<file path="src/rtl/fetch_split_buf.sv">
// Fetch split buffer: accepts IN_BYTES instruction bytes per beat into a
// circular byte FIFO and presents one complete Y86-style instruction at the
// head, decoded combinationally, together with its pc and valP.
// Ports:
//   clk, reset                 clock, synchronous active-high reset
//   in_valid/in_ready/in_data  byte-beat input (bits [7:0] earliest byte)
//   out_valid/out_ready        head instruction handshake
//   icode, ifun, rA, rB, valC  decoded head instruction fields
//   pc, valP                   head address and next sequential address
//   instr_invalid, halted      head icode > B; block stopped
module fetch_split_buf #(
  parameter int unsigned IN_BYTES     = 2,
  parameter int unsigned BUF_BYTES    = 16,
  parameter logic [63:0] PC_INIT      = 64'h0,
  parameter bit          STOP_ON_HALT = 1'b1
) (
  input  logic                  clk,
  input  logic                  reset,
  input  logic                  in_valid,
  output logic                  in_ready,
  input  logic [8*IN_BYTES-1:0] in_data,
  output logic                  out_valid,
  input  logic                  out_ready,
  output logic [3:0]            icode,
  output logic [3:0]            ifun,
  output logic [3:0]            rA,
  output logic [3:0]            rB,
  output logic [63:0]           valC,
  output logic [63:0]           pc,
  output logic [63:0]           valP,
  output logic                  instr_invalid,
  output logic                  halted
);

  localparam int unsigned PTR_W  = (BUF_BYTES > 1) ? $clog2(BUF_BYTES) : 1;
  localparam int unsigned CNT_W  = $clog2(BUF_BYTES + 1);
  localparam int unsigned HEAD_N = 10;

  typedef enum logic {ST_RUN = 1'b0, ST_HALTED = 1'b1} state_e;

  state_e           state_q;
  logic [PTR_W-1:0] rd_ptr_q, wr_ptr_q;
  logic [CNT_W-1:0] count_q, count_d;
  logic [63:0]      pc_q;
  logic [7:0]       buf_q [BUF_BYTES];

  logic [7:0] head_b [HEAD_N];
  logic [3:0] head_ic;
  logic [3:0] head_len;
  logic       push, pop, stop_c;

  // Pointer advance modulo BUF_BYTES; k never exceeds BUF_BYTES so one
  // conditional subtract is enough.
  function automatic logic [PTR_W-1:0] wrap_add(input logic [PTR_W-1:0] p,
                                                input int unsigned k);
    int unsigned s;
    s = 32'(p) + k;
    if (s >= BUF_BYTES) s = s - BUF_BYTES;
    return PTR_W'(s);
  endfunction

  // Instruction length in bytes from icode; unknown codes are 1 byte.
  function automatic logic [3:0] instr_len(input logic [3:0] ic);
    case (ic)
      4'h2, 4'h6, 4'hA, 4'hB: return 4'd2;
      4'h7, 4'h8:             return 4'd9;
      4'h3, 4'h4, 4'h5:       return 4'd10;
      default:                return 4'd1;
    endcase
  endfunction

  // Gather the ten bytes starting at the read pointer.
  always_comb begin : head_fetch
    for (int unsigned k = 0; k < HEAD_N; k++) begin
      head_b[k] = buf_q[wrap_add(rd_ptr_q, k)];
    end
  end

  // Head decode and handshake generation; fields are neutral while invalid.
  always_comb begin : decode
    head_ic       = head_b[0][7:4];
    head_len      = instr_len(head_ic);
    out_valid     = (state_q == ST_RUN) && (count_q != '0) &&
                    (32'(count_q) >= 32'(head_len));
    in_ready      = (state_q == ST_RUN) &&
                    ((BUF_BYTES - 32'(count_q)) >= IN_BYTES);
    icode         = 4'h0;
    ifun          = 4'h0;
    rA            = 4'hF;
    rB            = 4'hF;
    valC          = 64'h0;
    instr_invalid = 1'b0;
    valP          = pc_q;
    if (out_valid) begin
      icode         = head_ic;
      ifun          = head_b[0][3:0];
      instr_invalid = (head_ic > 4'hB);
      valP          = pc_q + 64'(head_len);
      case (head_ic)
        4'h2, 4'h6, 4'hA, 4'hB: begin
          rA = head_b[1][7:4];
          rB = head_b[1][3:0];
        end
        4'h3, 4'h4, 4'h5: begin
          rA   = head_b[1][7:4];
          rB   = head_b[1][3:0];
          valC = {head_b[9], head_b[8], head_b[7], head_b[6],
                  head_b[5], head_b[4], head_b[3], head_b[2]};
        end
        4'h7, 4'h8: begin
          valC = {head_b[8], head_b[7], head_b[6], head_b[5],
                  head_b[4], head_b[3], head_b[2], head_b[1]};
        end
        default: ;
      endcase
    end
  end

  // Transfer qualifiers and next occupancy (push and pop may coincide).
  always_comb begin : next_count
    push    = in_valid && in_ready;
    pop     = out_valid && out_ready;
    stop_c  = pop && STOP_ON_HALT && ((head_ic == 4'h0) || (head_ic > 4'hB));
    count_d = CNT_W'(32'(count_q) + (push ? IN_BYTES : 32'd0)
                     - (pop ? 32'(head_len) : 32'd0));
  end

  assign pc     = pc_q;
  assign halted = (state_q == ST_HALTED);

  // Control state: pointers, occupancy, pc and RUN/HALTED.
  always_ff @(posedge clk) begin : ctrl
    if (reset) begin
      state_q  <= ST_RUN;
      rd_ptr_q <= '0;
      wr_ptr_q <= '0;
      count_q  <= '0;
      pc_q     <= PC_INIT;
    end else if (state_q == ST_RUN) begin
      if (push) wr_ptr_q <= wrap_add(wr_ptr_q, IN_BYTES);
      if (pop) begin
        rd_ptr_q <= wrap_add(rd_ptr_q, 32'(head_len));
        pc_q     <= valP;
      end
      // Halting drops whatever is still buffered.
      if (stop_c) begin
        state_q <= ST_HALTED;
        count_q <= '0;
      end else begin
        count_q <= count_d;
      end
    end
  end

  // Byte storage; contents need no reset because occupancy gates reads.
  always_ff @(posedge clk) begin : buf_write
    if (push && !reset) begin
      for (int unsigned j = 0; j < IN_BYTES; j++) begin
        buf_q[wrap_add(wr_ptr_q, j)] <= in_data[8*j +: 8];
      end
    end
  end

endmodule

</file>
<file path="config.mk">
export PLATFORM = sky130hd
export DESIGN_NAME = fetch_split_buf
export DESIGN_NICKNAME = d
export VERILOG_FILES = /design/src/rtl/fetch_split_buf.sv
export SDC_FILE = /design/constraint.sdc
export NUM_CORES = 1
export LEC_CHECK = 0
export CAP_MARGIN = 0
export CORE_ASPECT_RATIO = 1.1
export CORE_MARGIN = 2
export CORE_UTILIZATION = 50
export DETAILED_ROUTE_END_ITERATION = 10
export PLACE_DENSITY = 0.74
export SLEW_MARGIN = 5
export SYNTH_ARGS = -nofsm -noshare
export SYNTH_HDL_FRONTEND = slang
export SYNTH_SLANG_ARGS = --single-unit
</file>
<file path="constraint.sdc">
create_clock -name clk -period 6.3 [get_ports clk]
set_input_delay 0.945 -clock clk [delete_from_list [all_inputs] [get_ports clk]]
set_output_delay 0.945 -clock clk [all_outputs]
set_load 0.01 [all_outputs]
</file>
==> impl_results.md, run 1 <==
- Net Sw Frac: between 40% and 50%
- GRT overflow: 0
- Power Total: between 10 and 15 mW
- DIE WIDTH: 179 um
- Leakage power: 6.63 nW
- CTS tree: built
- Critical Path RT: around 5400 ps
- Yosys warns: 0
- Most common cell in the netlist: mux4_2
- Pin slew with the least headroom to its limit: roughly 1300 ps
- Largest net degree at the start of global routing: 82
- Adder and majority cell fraction of the synthesized area: 2.06%
- Setup TNS: 0 ps
- Core box area: 33300 um^2
- Largest family of logic cells by synthesized area: multiplexers
- Worst stage delay on the critical path: around 560 ps
- Synth top area cells: mux4_2 (27%), edfxtp_1 (23%), dfxtp_1 (9.6%), a21oi_1 (3.0%), nor2_1 (2.8%)
- Register bit total from synthesis: 209
- Total I/O pin count: 232
- Fill cells: 2614
- Pre-CTS WS: 316 ps
- Area share of the largest cell type after synthesis: roughly a quarter
- Detailed-route vias per instance: 6.95
- Die ar.: 35300 um^2
- Seq/Total Area, Yosys: between 30 and 40%
- Routability cong.: roughly 0.99
- Area occupied by multi-input gates: about 11000 um^2
- Initial antenna violation count: 0
- CTS buffer count: 25
- Vias: 15100
- Clk pwr share: 14.6%
- Final Util: between 60% and 70%
- Detail Route Antenna Nets: 0
- Pwr dens: 519 nW/um^2
- Status: finished, final reports clean
- Die Y: 197 um
- Final setup viols: 0
- Synth top cells by count: mux4_2 (200), edfxtp_1 (128), nor2_1 (127)
- Simple-gate share of the synthesized area: 17.3%
- Effective utilization at floorplan: 50.8%
- DP Cell Count: 2110
- Gate power share: 69.2%
- FF/Latch Area: roughly 5500 um^2
- Switching Power: 5.00 mW
- Mux share of post-synthesis cell area: between 30 and 40%
- Post-Syn Nets: 1568
- Layout Nets: 1764
- Rows: 70
- First-pass GRT wire length: 85800 um
- Post-Synth XOR/XNOR Area: 4.10%
- IO buf count: 231
- Fin worst setup slack: 152 ps
- Final non-filler cell total: approximately 2200
- Internal power: 5.78 mW
- Post-synthesis cell type count: 79
- Clock sinks: 209
- Largest area contributor in the netlist: mux4_2
- Synthesized area: between 15000 and 20000 um^2
- Hold Violations, Final: 0
- Vias in the first global route: around 14000
- CP max FO: 16
- Crit path kind: reg -> out
- Routed WL: 56900 um
- Async set-or-reset flop fraction in the synthesized netlist: 0%
- Iter 0 DRT Violations: around 2200
- Compound-cell area share of the yosys netlist: 9.82%
- Post-synthesis cell count: 1522
- Hold Startpoint: pc[53]
- Max-cap violations: 0
- Maximum VDD drop: 0.000362 V
- Crit path DAT: 5200 ps
- Max Root-Sink Buffers: 3
- Hold_buf cts: 0
- Root Buffer: clkbuf_16
- Min Clock Period, post-route: between 6000 and 7000 ps
- Top FF cell, synth: edfxtp_1
- Rel. slew slack: 14.3%
- # DRC: 0
- Share of layout cells above drive strength 1: 23.2%
- Post-synth EDFFs: 128
- Layout area overhead: 23.0%
- Min-Delay Path Class: reg -> reg
- Avg WL per Cell: 26.3 um
- Syn Area/Cell: ~11 um^2
- Clock slew at the register clock pins of the worst setup and hold paths: 60 ps
- Aggregate global-route resource usage: between 30% and 40%
- Worst Setup Start Kind: flip-flop
- Final period utilization: 97.6%
- Fmax: 163 MHz
- CP Cell Sequence: buf_12 -> mux4_2 -> mux2_2 -> o21ai_2 -> a21oi_2 -> buf_4 -> o21ai_1 -> inv_1 -> ha_1 -> nand2b_1 -> a21oi_1 -> nor2b_1 -> o31a_1 -> or4_4 -> and3_2 -> nand4_1 -> xnor2_1 -> clkdlybuf4s50_1
- Max Slew Vio Count: 0
- Diodes inserted: 0
- Worst-skew pair later-pin latency: 540 ps
- Sequential Power Share: around 16%
- Post-DP HPWL: around 39000 um
- Slowest CP cell: clkdlybuf4s50_1
- Crit. End Element: output port
- Detailed Routing Iterations Pass 1: 6
- CTS H-Tree Depth: 1
- Setup Skew: around 14 ps
-- worst max-delay path, delay by kind of cell, from the launching register on --
family,cells,cell delay [ps]
buf+inv,4,990
simple gates,5,1210
fa+ha+maj,1,260
xor+xnor,1,140
compound gates,5,820
flops,1,400
mux,2,830
-- cell type report --
| cell class | instances | area share, % |
|---|---|---|
| Multi-Input combinational cell | 1158 | 52.4 |
| Inverter | 26 | 0.488 |
| Tap cell | 432 | 2.60 |
| Timing Repair Buffer | 298 | 13.9 |
| Clock inverter | 19 | 1.22 |
| Clock buffer | 26 | 3.03 |
| Sequential cell | 209 | 26.4 |
-- state kept, by name (all words and copies together), names as in the netlist, named ones only --
signal,flops
rd_ptr_q,4
count_q,5
halted,1
pc,64
buf_q,128
wr_ptr_q,3
-- metrics by stage --
stage,hold slack [ps],instance area [um^2]
after floorplan,492,16900
after global routing,547,20800
final,513,20800
after global placement,478,19700
after detailed placement,503,19700
after CTS,512,20600
-- logic make-up (layout without fill, tap and decap cells) --
family                   Yosys count  in the layout
adder cells (fa/ha/maj)           26             26
XOR/XNOR                          79             79
flip-flops                       209            209
multiplexers                     256            256
AO/OA/AOI/OAI                    257            257
buffers and inverters            156            369
AND/OR/NAND/NOR                  539            540
-- what timing repair did --
item,4_1_cts,5_1_grt
setup endpoints to repair,78,114
buffers inserted,2,9
pin swaps,2,3
gates resized for setup,8,19
cloned,1,1
-- power by group through the flow --
stage,sequential (mW),combinational [mW],clock [mW]
after detailed placement,1.77,6.92,0
after CTS,1.74,7.13,1.59
after global routing,1.77,7.84,1.65
final,1.75,7.46,1.57
after floorplan,1.65,4.59,0
after global placement,1.76,6.84,0
-- worst paths after layout --
path	endpoint	slack (ps)	cells past startpoint
worst min-delay path	pc[53]	510	2
worst min register to register	pc[53]	510	2
worst max register to register	count_q[4]	1170	29
worst max-delay path	valP[24]	150	18
-- per-layer routing --
layer / up-vias / global-route usage, % / routed length (um)
li1: 6357 / - / -
met1: 7420 / 41.7 / 20400
met2: 1147 / 51.5 / 27200
met3: 140 / 7.29 / 7150
met4: 0 / 11.7 / 2150
met5: - / 0 / 0
-- placed cells by master (no fill, tap or decap), types with 8 or more instances in the layout --
master,Yosys,routed
o21ai_1,13,13
dfxtp_1,81,77
and3_1,20,19
mux4_2,200,200
xnor2_1,36,35
o31ai_1,24,24
mux2_2,12,12
nor2b_1,14,13
nor2_1,127,125
edfxtp_1,128,128
o21ai_0,40,40
ha_1,23,22
nor3_2,19,19
xor2_1,43,41
buf_4,11,60
nor4_1,12,9
nand3_1,52,50
mux2_1,11,11
or4_1,24,24
nor3_1,24,24
clkbuf_16,0,26
nand4_1,24,24
inv_1,25,24
and2_1,27,25
o22ai_1,8,8
a22oi_1,28,28
a21oi_1,100,99
mux2i_1,33,33
or3_1,34,34
clkdlybuf4s50_1,0,226
nand2_1,117,117
No activity file was read; power rests on OpenSTA's default activity.
==> run 2: changes to the inputs <==
Settings changed: SLEW_MARGIN 5 to 10.
==> results of run 2 <==
No change in the layout: final DEF, timing and power equal those of run 1.
